==> src/rtl/regfile_write_arbiter_if.sv <==
// rtl/regfile_write_arbiter_if.sv - requester handshake and register-file write-port bundle
interface regfile_write_arbiter_if #(
   parameter int NUM_REQ   = 3,
   parameter int REG_SIZE  = 32,
   parameter int FILE_SIZE = 32
);
   localparam int RW = $clog2(FILE_SIZE);
   localparam int GW = $clog2(NUM_REQ);

   // Writeback requesters, one slice per source.
   logic [NUM_REQ-1:0]          reqValid;
   logic [NUM_REQ-1:0]          reqReady;
   logic [NUM_REQ*RW-1:0]       reqRegister;
   logic [NUM_REQ*REG_SIZE-1:0] reqData;
   logic                        hold;

   // Register-file write port and monitoring.
   logic [RW-1:0]               writeRegister;
   logic [REG_SIZE-1:0]         writeData;
   logic                        enableWrite;
   logic [GW-1:0]               lastGrant;
   logic [15:0]                 contentionCount;

   modport master (
      output reqValid, reqRegister, reqData, hold,
      input  reqReady, writeRegister, writeData, enableWrite, lastGrant, contentionCount
   );

   modport slave (
      input  reqValid, reqRegister, reqData, hold,
      output reqReady, writeRegister, writeData, enableWrite, lastGrant, contentionCount
   );
endinterface

==> src/rtl/regfile_write_arbiter.sv <==
// rtl/regfile_write_arbiter.sv - round-robin arbiter sharing the register-file write port
module regfile_write_arbiter #(
   parameter int NUM_REQ   = 3,
   parameter int REG_SIZE  = 32,
   parameter int FILE_SIZE = 32
) (
   input  logic                    clk,
   input  logic                    reset,
   regfile_write_arbiter_if.slave  bus
);
   localparam int RW = $clog2(FILE_SIZE);
   localparam int GW = $clog2(NUM_REQ);

   logic [GW-1:0]       ptr;
   logic [GW-1:0]       grantIdx;
   logic                grantFound;
   logic [NUM_REQ-1:0]  readyVec;
   logic                transfer;
   logic [RW-1:0]       selReg;
   logic [REG_SIZE-1:0] selData;
   logic [GW-1:0]       ptrNext;
   logic                contended;
   int                  cand;

   // Search for the first valid requester starting at ptr, wrapping around.
   always_comb begin
      grantFound = 1'b0;
      grantIdx   = '0;
      cand       = 0;
      for (int k = 0; k < NUM_REQ; k++) begin
         cand = (int'(ptr) + k) % NUM_REQ;
         if (!grantFound && bus.reqValid[cand]) begin
            grantFound = 1'b1;
            grantIdx   = cand[GW-1:0];
         end
      end
   end

   // One-hot ready; suppressed while stalled or in reset so nothing is lost.
   always_comb begin
      readyVec = '0;
      if (grantFound && !bus.hold && reset) begin
         readyVec[grantIdx] = 1'b1;
      end
   end

   // Steer the granted requester's destination and data toward the output stage.
   always_comb begin
      selReg  = '0;
      selData = '0;
      for (int i = 0; i < NUM_REQ; i++) begin
         if (readyVec[i]) begin
            selReg  = bus.reqRegister[i*RW +: RW];
            selData = bus.reqData[i*REG_SIZE +: REG_SIZE];
         end
      end
   end

   assign bus.reqReady = readyVec;
   assign transfer     = |readyVec;
   assign ptrNext      = (int'(grantIdx) == NUM_REQ - 1) ? '0 : grantIdx + 1'b1;
   assign contended    = !bus.hold && ($countones(bus.reqValid) >= 2);

   // Registered write stage, round-robin pointer and saturating contention counter.
   always_ff @(posedge clk) begin
      if (!reset) begin
         ptr                 <= '0;
         bus.lastGrant       <= '0;
         bus.enableWrite     <= 1'b0;
         bus.writeRegister   <= '0;
         bus.writeData       <= '0;
         bus.contentionCount <= '0;
      end else begin
         // Writes to register 0 complete the handshake but never reach the file.
         bus.enableWrite <= transfer && (selReg != '0);
         if (transfer) begin
            bus.writeRegister <= selReg;
            bus.writeData     <= selData;
            bus.lastGrant     <= grantIdx;
            ptr               <= ptrNext;
         end
         if (contended && bus.contentionCount != 16'hFFFF) begin
            bus.contentionCount <= bus.contentionCount + 16'd1;
         end
      end
   end
endmodule

==> src/flat_wrapper.sv <==
// flat-port wrapper written by rule: the top's interface ports become plain ports
module regfile_write_arbiter_flat 
#(
   parameter int NUM_REQ   = 3,
   parameter int REG_SIZE  = 32,
   parameter int FILE_SIZE = 32
)
  (clk, reset, bus_reqValid, bus_reqRegister, bus_reqData, bus_hold, bus_reqReady, bus_writeRegister, bus_writeData, bus_enableWrite, bus_lastGrant, bus_contentionCount);
  regfile_write_arbiter_if #(.NUM_REQ(NUM_REQ), .REG_SIZE(REG_SIZE), .FILE_SIZE(FILE_SIZE)) bus_i ();
  input  logic clk;
  input  logic reset;
  input wire logic [$bits(bus_i.reqValid)-1:0] bus_reqValid;
  input wire logic [$bits(bus_i.reqRegister)-1:0] bus_reqRegister;
  input wire logic [$bits(bus_i.reqData)-1:0] bus_reqData;
  input wire logic [$bits(bus_i.hold)-1:0] bus_hold;
  output wire logic [$bits(bus_i.reqReady)-1:0] bus_reqReady;
  output wire logic [$bits(bus_i.writeRegister)-1:0] bus_writeRegister;
  output wire logic [$bits(bus_i.writeData)-1:0] bus_writeData;
  output wire logic [$bits(bus_i.enableWrite)-1:0] bus_enableWrite;
  output wire logic [$bits(bus_i.lastGrant)-1:0] bus_lastGrant;
  output wire logic [$bits(bus_i.contentionCount)-1:0] bus_contentionCount;
  assign bus_i.reqValid = bus_reqValid;
  assign bus_i.reqRegister = bus_reqRegister;
  assign bus_i.reqData = bus_reqData;
  assign bus_i.hold = bus_hold;
  assign bus_reqReady = bus_i.reqReady;
  assign bus_writeRegister = bus_i.writeRegister;
  assign bus_writeData = bus_i.writeData;
  assign bus_enableWrite = bus_i.enableWrite;
  assign bus_lastGrant = bus_i.lastGrant;
  assign bus_contentionCount = bus_i.contentionCount;
  regfile_write_arbiter #(.NUM_REQ(NUM_REQ), .REG_SIZE(REG_SIZE), .FILE_SIZE(FILE_SIZE)) u_core (.clk(clk), .reset(reset), .bus(bus_i));
endmodule
==> config.mk <==
export PLATFORM = sky130hd
export DESIGN_NAME = regfile_write_arbiter_flat
export DESIGN_NICKNAME = d
export VERILOG_FILES = /design/src/rtl/regfile_write_arbiter_if.sv /design/src/rtl/regfile_write_arbiter.sv /design/src/flat_wrapper.sv
export SDC_FILE = /design/constraint.sdc
export NUM_CORES = 1
export LEC_CHECK = 0
export CORE_MARGIN = 4
export CORE_UTILIZATION = 28
export DETAILED_ROUTE_END_ITERATION = 8
export SETUP_SLACK_MARGIN = 0.5
export SLEW_MARGIN = 20
export SYNTH_ARGS = -nofsm -noshare
export SYNTH_HDL_FRONTEND = slang
export SYNTH_SLANG_ARGS = --single-unit
==> constraint.sdc <==
create_clock -name clk -period 2.7 [get_ports clk]
set_clock_uncertainty 0.05 [all_clocks]
set_input_delay 0.27 -clock clk [delete_from_list [all_inputs] [get_ports clk]]
set_output_delay 0.27 -clock clk [all_outputs]
set_load 0.1 [all_outputs]
After elaboration in Yosys (flattened, before gate mapping)
Cells that the tools add are included. W data, S select, Z words.

Input port bits: 117. Bits in registers: 58. Word-level logic and storage cells: 61. Output and inout bits: 59.

Add/sub/neg operators: 6. Equal/unequal tests: 2. Magnitude comparators: 6. Reduce and logical (&&, ||, !) cells: 13. Multiplexer cells: 25. Div/mod/pow operators: 3.

Operator list (count): $lt A32 B4 Y1 const B (3); $mux W32 (3); $mod A32 B3 Y32 const B (2); $add A32 B1 Y32 (1); $ge A32 B3 Y1 const B (1); $mod A3 B3 Y32 const B (1); $add A16 B1 Y16 const B (1); $ne A16 B16 Y1 const B (1); $mux W5 (3); $mux W1 (10); $logic_and A1 B1 Y1 (8); $mux W2 (4); $bmux W1 S2 (3); $reduce_bool A5 Y1 (1); $add A2 B1 Y3 const B (1); $add A2 B2 Y3 const B (1); $logic_not A1 Y1 (3); $lt A2 B3 Y1 const B (1); $mux W3 (1); $reduce_or A3 Y1 (1); $add A1 B1 Y2 (1); $add A2 B1 Y2 const B (1); $demux W1 S2 (1); $eq A2 B2 Y1 const B (1); $ge A2 B1 Y1 const B (1).

Longest topological paths before layout
Word-level depth: 21. Depth in mapped cells: 10. Mapped depth without buffers: 8.

Worst setup path after synthesis
Ideal clock, no wire load.

Path kind: reg-to-output. From: register u_core.ptr[0]. To: output bus_reqReady[1]. Setup slack: -1.481 ns. Data arrival time: 3.861 ns. Cell stages (with the launch flop): 10. Data required time: 2.380 ns. Path buffers: 2. Cell sequence: dfxtp_1 > inv_1 > ha_1 > mux2i_1 > o221ai_1 > o21bai_2 > nand2_1 > buf_2 > buf_6 > nor3_1.

Cells in the longest elaborated chain, start to end: 16. Elaborated cells between the ends (all ways): 32. Classes of those cells: add/sub: 2; div: 3; order compare: 2; mux: 18; reduce/logical: 7.

Ends and longest elaborated chain: start: declaration (line regfile_write_arbiter.sv:14) `logic [GW-1:0] ptr;`; start signal: assignment (line regfile_write_arbiter.sv:80) `ptr <= ptrNext;`; parallel branches: the longest is 15 deep, another holds $mod A32 B3 Y32; $mux W3 * (line regfile_write_arbiter.sv:42) `if (grantFound && !bus.hold && reset) begin`; end: declaration (line flat_wrapper.sv:16) `output wire logic [$bits(bus_i.reqReady)-1:0] bus_reqReady;`.

Every way passes the cells marked *. The select of a mux whose other input is x is not followed.

Worst setup path after layout
From: register u_core.ptr[0]. To: output bus_reqReady[0].

Same word-level chain as after synthesis.

==> results.yml <==
floorplan:
  initial_utilization: 0.2864
  die_w_um: 116.3
  die-area_um2: 13530
  io_pins: 176
  coreArea_um2: 11470
  rows: 39
  die-height_um: 116.3
setup_path:
  reg2regPathDepth: 12
  startpoint_type: "register"
  reg2reg_from: "u_core.ptr[0]$_SDFFE_PN0P_"
  critPathKind: "register to output port"
  worstPathArrival_ns: 2.20
  cp.required_ns: 2.38
  end_kind: "output port"
  rr_endpoint: "u_core.bus.writeData[30]$_SDFFE_PN0P_"
  r2r_slack_ns: 0.21
  cp_max_fo: 4
  cp-startpoint: "u_core.ptr[0]$_SDFFE_PN0P_"
logic_synthesis:
  avgSynthCellArea_um2: 8.294
  synthAdderAreaFrac: 0.02286
  yosys-top-cells-count: "58 x dfxtp_1, 41 x and3_1, 41 x nand3_1, 41 x o21ai_0, 32 x a211oi_1"
  synth_top_cell_by_area: "dfxtp_1"
  synth_top_cell_area_share: 0.3535
  synth.distinct_cells: 50
  synth_edf_count: 0
  synth_warnings: 0
  synth_area_um2: 3284
  syn-instance-count: 396
  async_reset_ff_frac: 0
  yosysSeqAreaShare: 0.3535
  syn_nets: 519
  synth_top_family_by_area: "compound AO/OA/AOI/OAI gates"
  synth_mux_area_frac: 0.01219
  synth-seq-cells: 58
  synth_simple_gate_area_frac: 0.2362
  synth.area.top_cells: "dfxtp_1 35%, and3_1 7.8%, a211oi_1 7.3%"
  post-synth-top-count-cell: "dfxtp_1"
  synthXorXnorAreaFrac: 0.03200
  synth_compound_area_frac: 0.2850
  ys.flop_type: "dfxtp_1"
cells_and_area:
  fin_cells: 748
  drive_gt1_frac: 0.3702
  finalNetCount: 724
  area_growth_pct: 93.71
  fin_util: 0.5548
  diodes: 0
  stdcell_area_um2: 6362
place:
  dpl.hpwl_um: 9053
  pre_cts_ws_ns: -0.07237
  post_dp_cell_area_um2: 5190
  port_buffers: 175
  gp_congestion: 0.8454
  place_inst: 698
drt:
  ant_nets: 0
  wl_met1_um: 5477
  vias_per_cell: 5.269
  dr_wl_met3_um: 805
  wl_per_cell_um: 18.11
  vias: 3941
  wl_um: 13550
  drc: 0
  dr.first_iter.drc_count: 212
  dr.pass1.iters: 4
  highest-signal-layer: "met4"
  wl_met2_um: 7021
global_routing:
  grt_pass1_vias: 4079
  grt_max_degree: 37
  grt_antenna_before_repair: 0
  grt_pass1_wl_um: 20620
  grt_use_total: 0.1928
  overflow: 0
sta:
  rsz0062_at_grt: "true"
  final.setup.tns_ns: 0
  fin_hold_ws_ns: 0.3770
  hold_viol: 0
  worst_slew_pin_slew_ns: 0.6949
  period_needed_ns: 2.519
  slew-limit-headroom: 0.5332
  fmax_ghz: 0.3969
  post-route-period-util: 0.9331
  maxSlewViolCount: 0
  finalWorstSetupSlack_ns: 0.1805
  setup_viol: 0
clock_tree:
  cts_root_buffer: "clkbuf_16"
  numCtsBuffers: 9
  cts_tree: "yes"
  ctsHoldBuffers: 0
  cts_sinks: 58
  clock_latency_ns: 0.32
  htree_levels: 3
  cts_buffer_depth: 2
  clk_pin_slew_ns: 0.05
status:
  outcome: "complete, no violations"
power_and_ir_drop:
  power_density_nw_per_um2: 695.9
  p_leak_nw: 2.535
  peakVddDrop_uv: 333.5
  p_total_mw: 4.427
worst_hold_path:
  hp-start: "reset"
  hold_path_end: "u_core.ptr[1]$_SDFFE_PN0P_"
  hold_path_depth: 2
  hold_path_class: "primary input to register"
flow_run:
  maxCapViolations: 0
## final cells by class
class,instances,area [um^2]
Clock buffer,9,225.2
Clock inverter,6,33.78
Sequential cell,58,1189
Fill cell,1040,5105
Tap cell,143,178.9
Multi-Input combinational cell,301,2416
Timing Repair Buffer,227,2305
Inverter,4,15.01
## state kept, by name (all words and copies together) (netlist names)
register,flops
u_core.bus.writeRegister,5
u_core.bus.writeData,32
u_core.ptr,2
u_core.bus.enableWrite,1
u_core.bus.contentionCount,16
u_core.bus.lastGrant,2
## what timing repair did
| action | 4_1_cts | 5_1_grt |
|---|---|---|
| setup endpoints to repair | 45 | 52 |
| cloned | 6 | 2 |
| pin swaps | 42 | 25 |
| setup buffers | 19 | 8 |
| resized for setup | 111 | 25 |
## cell families after synthesis
kind of cell,count (synthesis)
compound gates,140
xor+xnor,12
fa+ha+maj,6
buf+inv,38
flops,58
mux,4
simple gates,138
## cell usage in the layout, fill, tap and decap left out, drive strengths merged, types with 3 or more instances in the layout
cell type	synthesis	final
o311ai	4	4
buf	10	110
nor2b	7	7
a211oi	35	35
mux2i	4	4
clkbuf	24	11
nand2	14	14
clkinv	0	4
nor2	5	5
a21boi	8	8
o21bai	4	5
ha	6	6
and3	41	41
and2	11	11
o211a	3	3
xnor2	4	4
clkdlybuf4s50	0	114
dfxtp	58	58
inv	4	5
o21ai	70	70
a21oi	4	4
nor3	4	4
nand4	3	3
xor2	8	8
nand3	41	41
## how the worst max path moves through the flow
stage | to | depth (start not counted)
5_1_grt | bus_reqReady[1] | 8
2_1_floorplan | bus_reqReady[1] | 8
3_3_place_gp | bus_reqReady[0] | 8
6_report | bus_reqReady[0] | 8
3_5_place_dp | u_core.bus.writeData[15]$_SDFFE_PN0P_ | 8
4_1_cts | bus_reqReady[1] | 8
## report_power, final
| group | total (mW) | leakage [nW] | internal [mW] | switching [mW] |
|---|---|---|---|---|
| sequential | 1.03 | 0.485 | 0.966 | 0.0619 |
| clock | 1.01 | 0.131 | 0.608 | 0.403 |
| combinational | 2.39 | 1.92 | 0.908 | 1.48 |
## metal layers
layer / GRT usage / vias to the layer above
li1: - / 1894
met1: 0.2315 / 1888
met2: 0.3364 / 137
met3: 0.04456 / 22
met4: 0.06806 / 0
met5: 0 / -
## critical path: stages, from the launching register on
cell	delay, ns
dfxtp_2	0.33
inv_2	0.05
ha_4	0.30
mux2i_4	0.27
o221ai_4	0.17
o311a_4	0.43
nand2_4	0.12
nor2_4	0.05
buf_12	0.16
Power figures use the tool's default switching activity.
